[src/rtl/me_sad_accumulator.sv]
`default_nettype none
// ============================================================================
// Module      : me_sad_accumulator
// Description : Motion-estimation SAD accumulator. Each enabled beat carries
//               one row: 4 current pixels and an 8-pixel reference row. The
//               per-row SAD for 5 horizontal candidate offsets (k = 0..4) is
//               accumulated over ROWS beats. After the final beat of a block
//               the minimum SAD and its offset are emitted as a one-cycle
//               pulse.
//
// Pipeline    : E1 abs differences + last-row flag
//               E2 accumulate (load on first row), saturating
//               E3 minimum search (lowest k wins ties)
//               OUT registered outputs + sad_valid_o pulse
//               sad_valid_o rises 3 edges after the edge sampling the final beat.
//
// Ports       : clk          system clock, rising edge
//               rst_n        asynchronous active-low reset
//               en_i         beat valid
//               cur_in_i     4 current pixels, pixel i at [8i+7:8i]
//               ref_in_i     8 reference pixels, pixel j at [8j+7:8j]
//               clr_i        synchronous abort of the partial block
//               sad_valid_o  one-cycle result pulse
//               best_mv_o    winning offset k (0..4)
//               best_sad_o   winning accumulated SAD
//               busy_o       block partially accumulated or result in flight
//               sad_all_o    (ME_SAD_ALL_OUT_EN only) all 5 SADs, k at
//                            [SAD_W*k +: SAD_W]
//
// Options     : define ME_SAD_ALL_OUT_EN to add the sad_all_o output.
//
// Revision    : 1.0  initial release
// ============================================================================
module me_sad_accumulator #(
  parameter int ROWS  = 4,
  parameter int SAD_W = 16
) (
  input  logic               clk,
  input  logic               rst_n,
  input  logic               en_i,
  input  logic [31:0]        cur_in_i,
  input  logic [63:0]        ref_in_i,
  input  logic               clr_i,
  output logic               sad_valid_o,
  output logic [2:0]         best_mv_o,
  output logic [SAD_W-1:0]   best_sad_o,
  output logic               busy_o
`ifdef ME_SAD_ALL_OUT_EN
  ,
  output logic [5*SAD_W-1:0] sad_all_o
`endif
);

  localparam int                 c_CNT_W    = $clog2(ROWS);
  localparam int                 c_SUM_W    = SAD_W + 1;
  localparam logic [c_CNT_W-1:0] c_LAST_ROW = c_CNT_W'(ROWS - 1);
  localparam logic [SAD_W-1:0]   c_SAD_MAX  = '1;

  typedef enum logic [1:0] {
    S_IDLE  = 2'd0,
    S_ACCUM = 2'd1,
    S_FLUSH = 2'd2
  } state_t;

  function automatic logic [7:0] abs_diff(input logic [7:0] a, input logic [7:0] b);
    return (a > b) ? (a - b) : (b - a);
  endfunction

  // --------------------------------------------------------------------------
  // Declarations
  // --------------------------------------------------------------------------
  state_t             r_state;
  state_t             w_state_next;
  logic [c_CNT_W-1:0] r_row;
  logic [c_CNT_W-1:0] w_row_next;

  logic               w_beat;
  logic               w_final_beat;
  logic               w_e1_keep;
  logic               w_in_flight;

  logic [7:0]         r_diff [5][4];
  logic               r_e1_valid;
  logic               r_e1_first;
  logic               r_e1_last;

  logic [9:0]         w_row_sum  [5];
  logic [c_SUM_W-1:0] w_acc_sum  [5];
  logic [SAD_W-1:0]   w_acc_next [5];
  logic [SAD_W-1:0]   r_acc      [5];
  logic               r_e2_last;

  logic [2:0]         w_best_mv;
  logic [SAD_W-1:0]   w_best_sad;
  logic               r_e3_valid;
  logic [2:0]         r_e3_mv;
  logic [SAD_W-1:0]   r_e3_sad;

  // clr_i wins over en_i: a beat arriving with clr_i is dropped.
  assign w_beat       = en_i & ~clr_i;
  assign w_final_beat = w_beat & (r_row == c_LAST_ROW);

  // A beat in E1 survives clr_i only if it is the final beat of its block;
  // non-final partial work is killed.
  assign w_e1_keep    = r_e1_valid & (r_e1_last | ~clr_i);

  always_comb begin
    w_row_next = r_row;
    if (clr_i) begin
      w_row_next = '0;
    end else if (w_beat) begin
      w_row_next = (r_row == c_LAST_ROW) ? '0 : r_row + c_CNT_W'(1);
    end
  end

  // --------------------------------------------------------------------------
  // Block-level FSM: ACCUM while a partial block exists, FLUSH while a
  // completed block is still travelling towards (or being shown as) its pulse.
  // A new block starting during a flush takes precedence (ACCUM).
  // --------------------------------------------------------------------------
  assign w_in_flight = w_final_beat | (w_e1_keep & r_e1_last) | r_e2_last | r_e3_valid;

  always_comb begin
    w_state_next = S_IDLE;
    if (w_row_next != '0) begin
      w_state_next = S_ACCUM;
    end else if (w_in_flight) begin
      w_state_next = S_FLUSH;
    end
  end

  always_ff @(posedge clk or negedge rst_n) begin
    if (!rst_n) begin
      r_state <= S_IDLE;
      r_row   <= '0;
    end else begin
      r_state <= w_state_next;
      r_row   <= w_row_next;
    end
  end

  assign busy_o = (r_state != S_IDLE);

  // --------------------------------------------------------------------------
  // E1: absolute differences |cur[i] - ref[i+k]|
  // --------------------------------------------------------------------------
  always_ff @(posedge clk or negedge rst_n) begin
    if (!rst_n) begin
      r_e1_valid <= 1'b0;
      r_e1_first <= 1'b0;
      r_e1_last  <= 1'b0;
      for (int k = 0; k < 5; k++) begin
        for (int i = 0; i < 4; i++) begin
          r_diff[k][i] <= '0;
        end
      end
    end else begin
      r_e1_valid <= w_beat;
      if (w_beat) begin
        r_e1_first <= (r_row == '0);
        r_e1_last  <= (r_row == c_LAST_ROW);
        for (int k = 0; k < 5; k++) begin
          for (int i = 0; i < 4; i++) begin
            r_diff[k][i] <= abs_diff(cur_in_i[8*i +: 8], ref_in_i[8*(i+k) +: 8]);
          end
        end
      end
    end
  end

  // --------------------------------------------------------------------------
  // E2: row sums and saturating accumulation
  // --------------------------------------------------------------------------
  for (genvar k = 0; k < 5; k++) begin : g_cand
    assign w_row_sum[k]  = 10'(r_diff[k][0]) + 10'(r_diff[k][1])
                         + 10'(r_diff[k][2]) + 10'(r_diff[k][3]);
    assign w_acc_sum[k]  = {1'b0, r_acc[k]} + c_SUM_W'(w_row_sum[k]);
    assign w_acc_next[k] = r_e1_first           ? SAD_W'(w_row_sum[k]) :
                           w_acc_sum[k][SAD_W]  ? c_SAD_MAX            :
                                                  w_acc_sum[k][SAD_W-1:0];
  end

  always_ff @(posedge clk or negedge rst_n) begin
    if (!rst_n) begin
      r_e2_last <= 1'b0;
      for (int k = 0; k < 5; k++) begin
        r_acc[k] <= '0;
      end
    end else begin
      r_e2_last <= w_e1_keep & r_e1_last;
      if (w_e1_keep) begin
        for (int k = 0; k < 5; k++) begin
          r_acc[k] <= w_acc_next[k];
        end
      end else if (clr_i) begin
        // Any completed block has already been captured by E3 at this edge.
        for (int k = 0; k < 5; k++) begin
          r_acc[k] <= '0;
        end
      end
    end
  end

  // --------------------------------------------------------------------------
  // E3: minimum search; strict less-than keeps the lowest k on ties
  // --------------------------------------------------------------------------
  always_comb begin
    w_best_mv  = 3'd0;
    w_best_sad = r_acc[0];
    for (int k = 1; k < 5; k++) begin
      if (r_acc[k] < w_best_sad) begin
        w_best_sad = r_acc[k];
        w_best_mv  = 3'(k);
      end
    end
  end

  always_ff @(posedge clk or negedge rst_n) begin
    if (!rst_n) begin
      r_e3_valid <= 1'b0;
      r_e3_mv    <= '0;
      r_e3_sad   <= '0;
    end else begin
      r_e3_valid <= r_e2_last;
      if (r_e2_last) begin
        r_e3_mv  <= w_best_mv;
        r_e3_sad <= w_best_sad;
      end
    end
  end

  // --------------------------------------------------------------------------
  // Output registers: results hold between pulses
  // --------------------------------------------------------------------------
  always_ff @(posedge clk or negedge rst_n) begin
    if (!rst_n) begin
      sad_valid_o <= 1'b0;
      best_mv_o   <= '0;
      best_sad_o  <= '0;
    end else begin
      sad_valid_o <= r_e3_valid;
      if (r_e3_valid) begin
        best_mv_o  <= r_e3_mv;
        best_sad_o <= r_e3_sad;
      end
    end
  end

`ifdef ME_SAD_ALL_OUT_EN
  logic [5*SAD_W-1:0] w_acc_all;
  logic [5*SAD_W-1:0] r_e3_all;

  for (genvar k = 0; k < 5; k++) begin : g_pack
    assign w_acc_all[SAD_W*k +: SAD_W] = r_acc[k];
  end

  always_ff @(posedge clk or negedge rst_n) begin
    if (!rst_n) begin
      r_e3_all  <= '0;
      sad_all_o <= '0;
    end else begin
      if (r_e2_last) begin
        r_e3_all <= w_acc_all;
      end
      if (r_e3_valid) begin
        sad_all_o <= r_e3_all;
      end
    end
  end
`endif

endmodule
`default_nettype wire
[config.mk]
export PLATFORM = sky130hd
export DESIGN_NAME = me_sad_accumulator
export DESIGN_NICKNAME = d
export VERILOG_FILES = /design/src/rtl/me_sad_accumulator.sv
export SDC_FILE = /design/constraint.sdc
export NUM_CORES = 2
export LEC_CHECK = 0
export ABC_AREA = 1
export CAP_MARGIN = 10
export CORE_ASPECT_RATIO = 0.9
export CORE_MARGIN = 3
export CORE_UTILIZATION = 37
export CTS_CLUSTER_DIAMETER = 60
export CTS_CLUSTER_SIZE = 28
export DETAILED_ROUTE_END_ITERATION = 8
export SYNTH_ARGS = -nofsm -noshare
export SYNTH_HDL_FRONTEND = slang
export SYNTH_SLANG_ARGS = --single-unit
[constraint.sdc]
create_clock -name clk -period 7.6 [get_ports clk]
set_clock_uncertainty 0.1 [all_clocks]
set_input_delay 0.76 -clock clk [delete_from_list [all_inputs] [get_ports clk]]
set_output_delay 0.76 -clock clk [all_outputs]
set_load 0.1 [all_outputs]
== Word-level counts from Yosys, hierarchy flattened ==
Cells that the tools add are included.
Widths: inputs -> output; s select.
Storage, ports and cells
  bits in registers: 288
  bits in latches: 0
  memory bits (writable): 0
  memory bits (read-only): 0
  bits of input ports: 100
  output and inout port bits: 21
  logic and storage cells: 181
  memories: 0
Operators by class
  $add $sub $neg: 61
  $mul: 0
  div/mod/pow operators: 0
  $lt $le $gt $ge: 24
  equality and inequality tests: 1
  shift operators: 0
  muxes and demuxes: 45
  bitwise operators: 9
  reduce and logical (&&, ||, !) cells: 4
Operator list (number)
  $sub 8x8->8: 40
  $mux 16: 14
  $gt 8x8->1: 20
  $mux 8: 20
  $mux 80: 2
  $add 16x10->17: 5
  $lt 16x16->1: 4
  $add 10x8->10: 5
  $add 9x8->10: 5
  $add 8x8->9: 5
  $mux 2: 5
  $mux 3: 3
  $reduce_bool 2->1: 3
  $and 1x1->1: 4
  $or 1x1->1: 4
  $add 2x1->2 const B: 1
  $eq 2x2->1 const B: 1
  $logic_not 2->1: 1
  $mux 1: 1
  $not 1->1: 1

== Depth between registers and ports, before layout ==
  word-level depth: 9
  mapped depth: 51
  mapped depth without buffers: 46

== Worst setup path after synthesis ==
OpenSTA, ideal clock, no wires.
  path kind: reg-to-reg
  start: reg r_acc[75] (netlist bit)
  end: reg r_e3_sad[10]
  setup time: 0.117 ns
  arrival time: 6.358 ns
  data required time: 7.383 ns
  setup slack: 1.025 ns
  cell stages (with the launch flop): 38
  buffers on the path: 6
  period minus slack after synthesis: 6.575 ns
  path through: dfrtp_1 > inv_1 > ha_1 > nand2_1 > o21ai_0 > a21oi_4 > nand2_2 > buf_6 > clkbuf_1 > nand2_1 > o21ai_0 > ha_1 > a21oi_1 > or2_2 > a21oi_1 > a2111oi_0 > nand2_4 > clkbuf_1 > (+2 left out) > ha_1 > a21oi_1 > nor2_1 > a211oi_1 > o221a_2 > nand2_4 > clkbuf_1 > o21ai_0 > ha_1 > a21oi_1 > nor2_1 > a211oi_1 > o221a_2 > buf_2 > clkbuf_1 > nand3_1 > nand3_1 > nand2_1
Between the ends
  word-level cells in the longest chain between the ends: 8
RTL lines
  start: declaration: RTL line 90  | logic [SAD_W-1:0] r_acc [5];
  start signal: indexed assignment: RTL line 193  | r_acc[k] <= w_acc_next[k];
  $lt 16x16->1: RTL line 211  | if (r_acc[k] < w_best_sad) begin
  $mux 16 (*): RTL line 211
  $lt 16x16->1: RTL line 211
  $mux 16 (*): RTL line 211
  $lt 16x16->1: RTL line 211
  $mux 16 (*): RTL line 211
  $lt 16x16->1: RTL line 211
  $mux 16 (*): RTL line 211
  end signal: assignment: RTL line 227  | r_e3_sad <= w_best_sad;
  end: declaration: RTL line 97  | logic [SAD_W-1:0] r_e3_sad;
Every way passes the cells marked *; elsewhere a longest branch is shown, timed or not.
A chain may end at the register's enable or synchronous reset.

== Worst setup path in the final report ==
  start: reg r_acc[63] (netlist bit)
  end: reg r_e3_sad[0]
The elaborated chain is that of the path after synthesis.

==> flow_summary.ini <==
[setup_path]
reg2reg_from = r_acc[63]
critPathLaunchType = flop
path_class = flop to flop
crit_path_end_kind = flop
cpPeakStageDelay_ns = 0.43
cp.required_ns = 8.01
r2r_cells = 31
r2r_slack_ns = 0.85
arrival_ns = 7.16
worstPathMaxFanout = 33
reg2reg_to = r_e3_sad[0]
crit_slowest_cell = dfrtp_1

[power_and_ir_drop]
swShare_pct = 52.4
p_leak_uw = 0.0166
vdd_drop_max_mv = 0.309
p_int_uw = 7040
power.share.clock_pct = 13.1
p_sw_uw = 7740
seqPwrFrac_pct = 15.1
power.density_nw_per_um2 = 453
p_comb_share_pct = 71.8

[synth]
synth_ff_type = dfrtp_1
synth-edff-count = 0
synthCells = 3573
avgSynthCellArea_sq_um = 8.09
yosysTopAreaCellShare_pct = 24.9
yosysTopAreaCell = dfrtp_1
synth_area_sq_um = 28900
netlist_top_cells_area = dfrtp_1, ha_1, nand2_1
yosys_warnings = 0
ys_seq_area_share_pct = 24.9
syn_nets = 4253
synth-seq-cells = 288
synth.top_cells.by_count = nand2_1, ha_1, inv_1
synthArstFlopShare_pct = 100
yosysMostFrequentCell = nand2_1
yosysUniqueCellTypes = 48

[clock_tree]
clock_sinks = 288
cts_root_buf = clkbuf_16
cts.clk_slew.worst_paths_ns = 0.07
htree_levels = 2
cts_buffers = 37
postCtsSetupRepairBufs = 0
ctsResizeCount = 0
clk_latency_ns = 0.58
clockBufferDepth = 3
cts_tree = built
hold_buffers = 0

[place]
hpwl_microns = 75000
dpl_cell_area_sq_um = 31300
routabilityCongestion = 0.962
portBuffers = 120

[sta]
slew_headroom_pct = 22.7
slew_violations = 0
hold_viol_final = 0
period_share_pct = 88.8
min_period_ns = 6.75
finalSetupTns_ns = 0
finalSetupViolCount = 0
worstMarginPinSlew_ns = 1.16
grt_setup_unrepaired = no
timing.fmax_ghz = 0.148

[global_routing]
grt_usage_pct = 23.0
grt_pass1_vias = 24531
antenna_found_initial = 5
grt_max_degree = 130
overflow = 0
grt_pass1_wl_microns = 146000

[routing]
drt-initial-drc-count = 2231
drt-wirelength-per-cell_microns = 19.9
wl_microns = 94000
drc_errors = 0
vias = 25382
final_antenna_net_count = 0
viasPerCell = 5.37
drt_pre_antenna_iters = 5

[hold_path]
worst_hold_path_type = input port to async pin

[floorplanning]
die-area_sq_um = 81500
core_area_sq_um = 76900
start_util_pct = 37.6
ios = 121
rows = 96
die_x_microns = 301
dieHeight_microns = 271

[finish]
diodes = 0
finalInstanceArea_sq_um = 32600
synthToLayoutAreaGrowth_pct = 12.9
fillers = 7840
drive_gt1_share_pct = 4.08
fin_nets = 4354

[status]
outcome = completed

[flow_run]
maxCapViolCount = 0
## cells by family (layout without fill, tap and decap cells)
group	Yosys count	count (layout)	synth area share [%]
fa+ha+maj	580	580	28.3
buf+inv	408	537	5.38
xor+xnor	186	186	5.63
mux	61	61	2.19
compound gates	840	840	16.6
flops	288	288	24.9
simple gates	1210	1210	16.9
## power groups by stage
stage,registers [uW],logic (uW),clock network (uW)
3_5_place_dp,2260,10500,0
5_1_grt,2280,12200,2050
3_3_place_gp,2260,10400,0
4_1_cts,2240,10500,1990
6_report,2230,10600,1940
2_1_floorplan,2260,8110,0
## state kept, by name, indices dropped and copies added (netlist names), 2 cells and up
| signal | count |
|---|---|
| best_mv_o | 3 |
| best_sad_o | 16 |
| r_acc | 80 |
| r_diff | 160 |
| r_e3_mv | 3 |
| r_e3_sad | 16 |
| r_row | 2 |
| r_state | 2 |
## area by class of cell
cell class	count	area [sq um]	area share, %
clock buffer	41	972	2.98
clock inverter	26	379	1.16
inverter	329	1240	3.80
multi-input combinational	2877	20200	61.8
sequential	288	7210	22.1
tap	1029	1290	3.94
timing repair buffer	141	1380	4.22
## placed cells by master (no fill, tap or decap), types with 82 or more instances in the layout
master / n
xor2_1: 117
nand3_1: 113
ha_1: 455
nand2_1: 938
dfrtp_1: 288
a21oi_1: 325
inv_1: 327
nor2_1: 82
clkdlybuf4s50_1: 119
fa_1: 125
o21ai_0: 271
## worst max-delay path: cells and delay by family, from the launching register on
family,cells,cell delay [ns]
simple gates,14,2.02
compound gates,12,2.68
fa+ha+maj,4,1.21
flops,1,0.43
buf+inv,1,0.22
## metal layers
| metal | global-route usage (%) | wire, microns | vias to the layer above |
|---|---|---|---|
| met3 | 3.79 | 6300 | 138 |
| met1 | 33.4 | 44300 | 12077 |
| met2 | 35.3 | 40800 | 795 |
| li1 | - | - | 12368 |
| met4 | 6.01 | 2570 | 4 |
| met5 | 0 | 21 | - |
## worst max-delay path by stage
stage	from	to	slack, ns
finish	r_acc[63]	r_e3_sad[0]	0.85
CTS	r_acc[63]	r_e3_sad[0]	0.57
global placement	r_acc[77]	r_e3_sad[3]	0.57
floorplan	r_acc[75]	r_e3_sad[10]	1.02
detailed placement	r_acc[75]	r_e3_sad[2]	0.57
global route	r_acc[63]	r_e3_sad[0]	0.04
## stage by stage
stage	total power (uW)	cells	utilization [%]	setup slack [ns]	hold slack, ns
2_1_floorplan	10400	3573	-	1.02	0.252
3_3_place_gp	12600	4664	40.7	0.568	0.370
3_5_place_dp	12700	4664	40.7	0.570	0.370
4_1_cts	14800	4731	42.4	0.566	0.224
5_1_grt	16500	4731	42.5	0.0364	0.214
6_report	14800	4731	42.5	0.853	0.141
No activity file was read; power rests on OpenSTA's default activity.
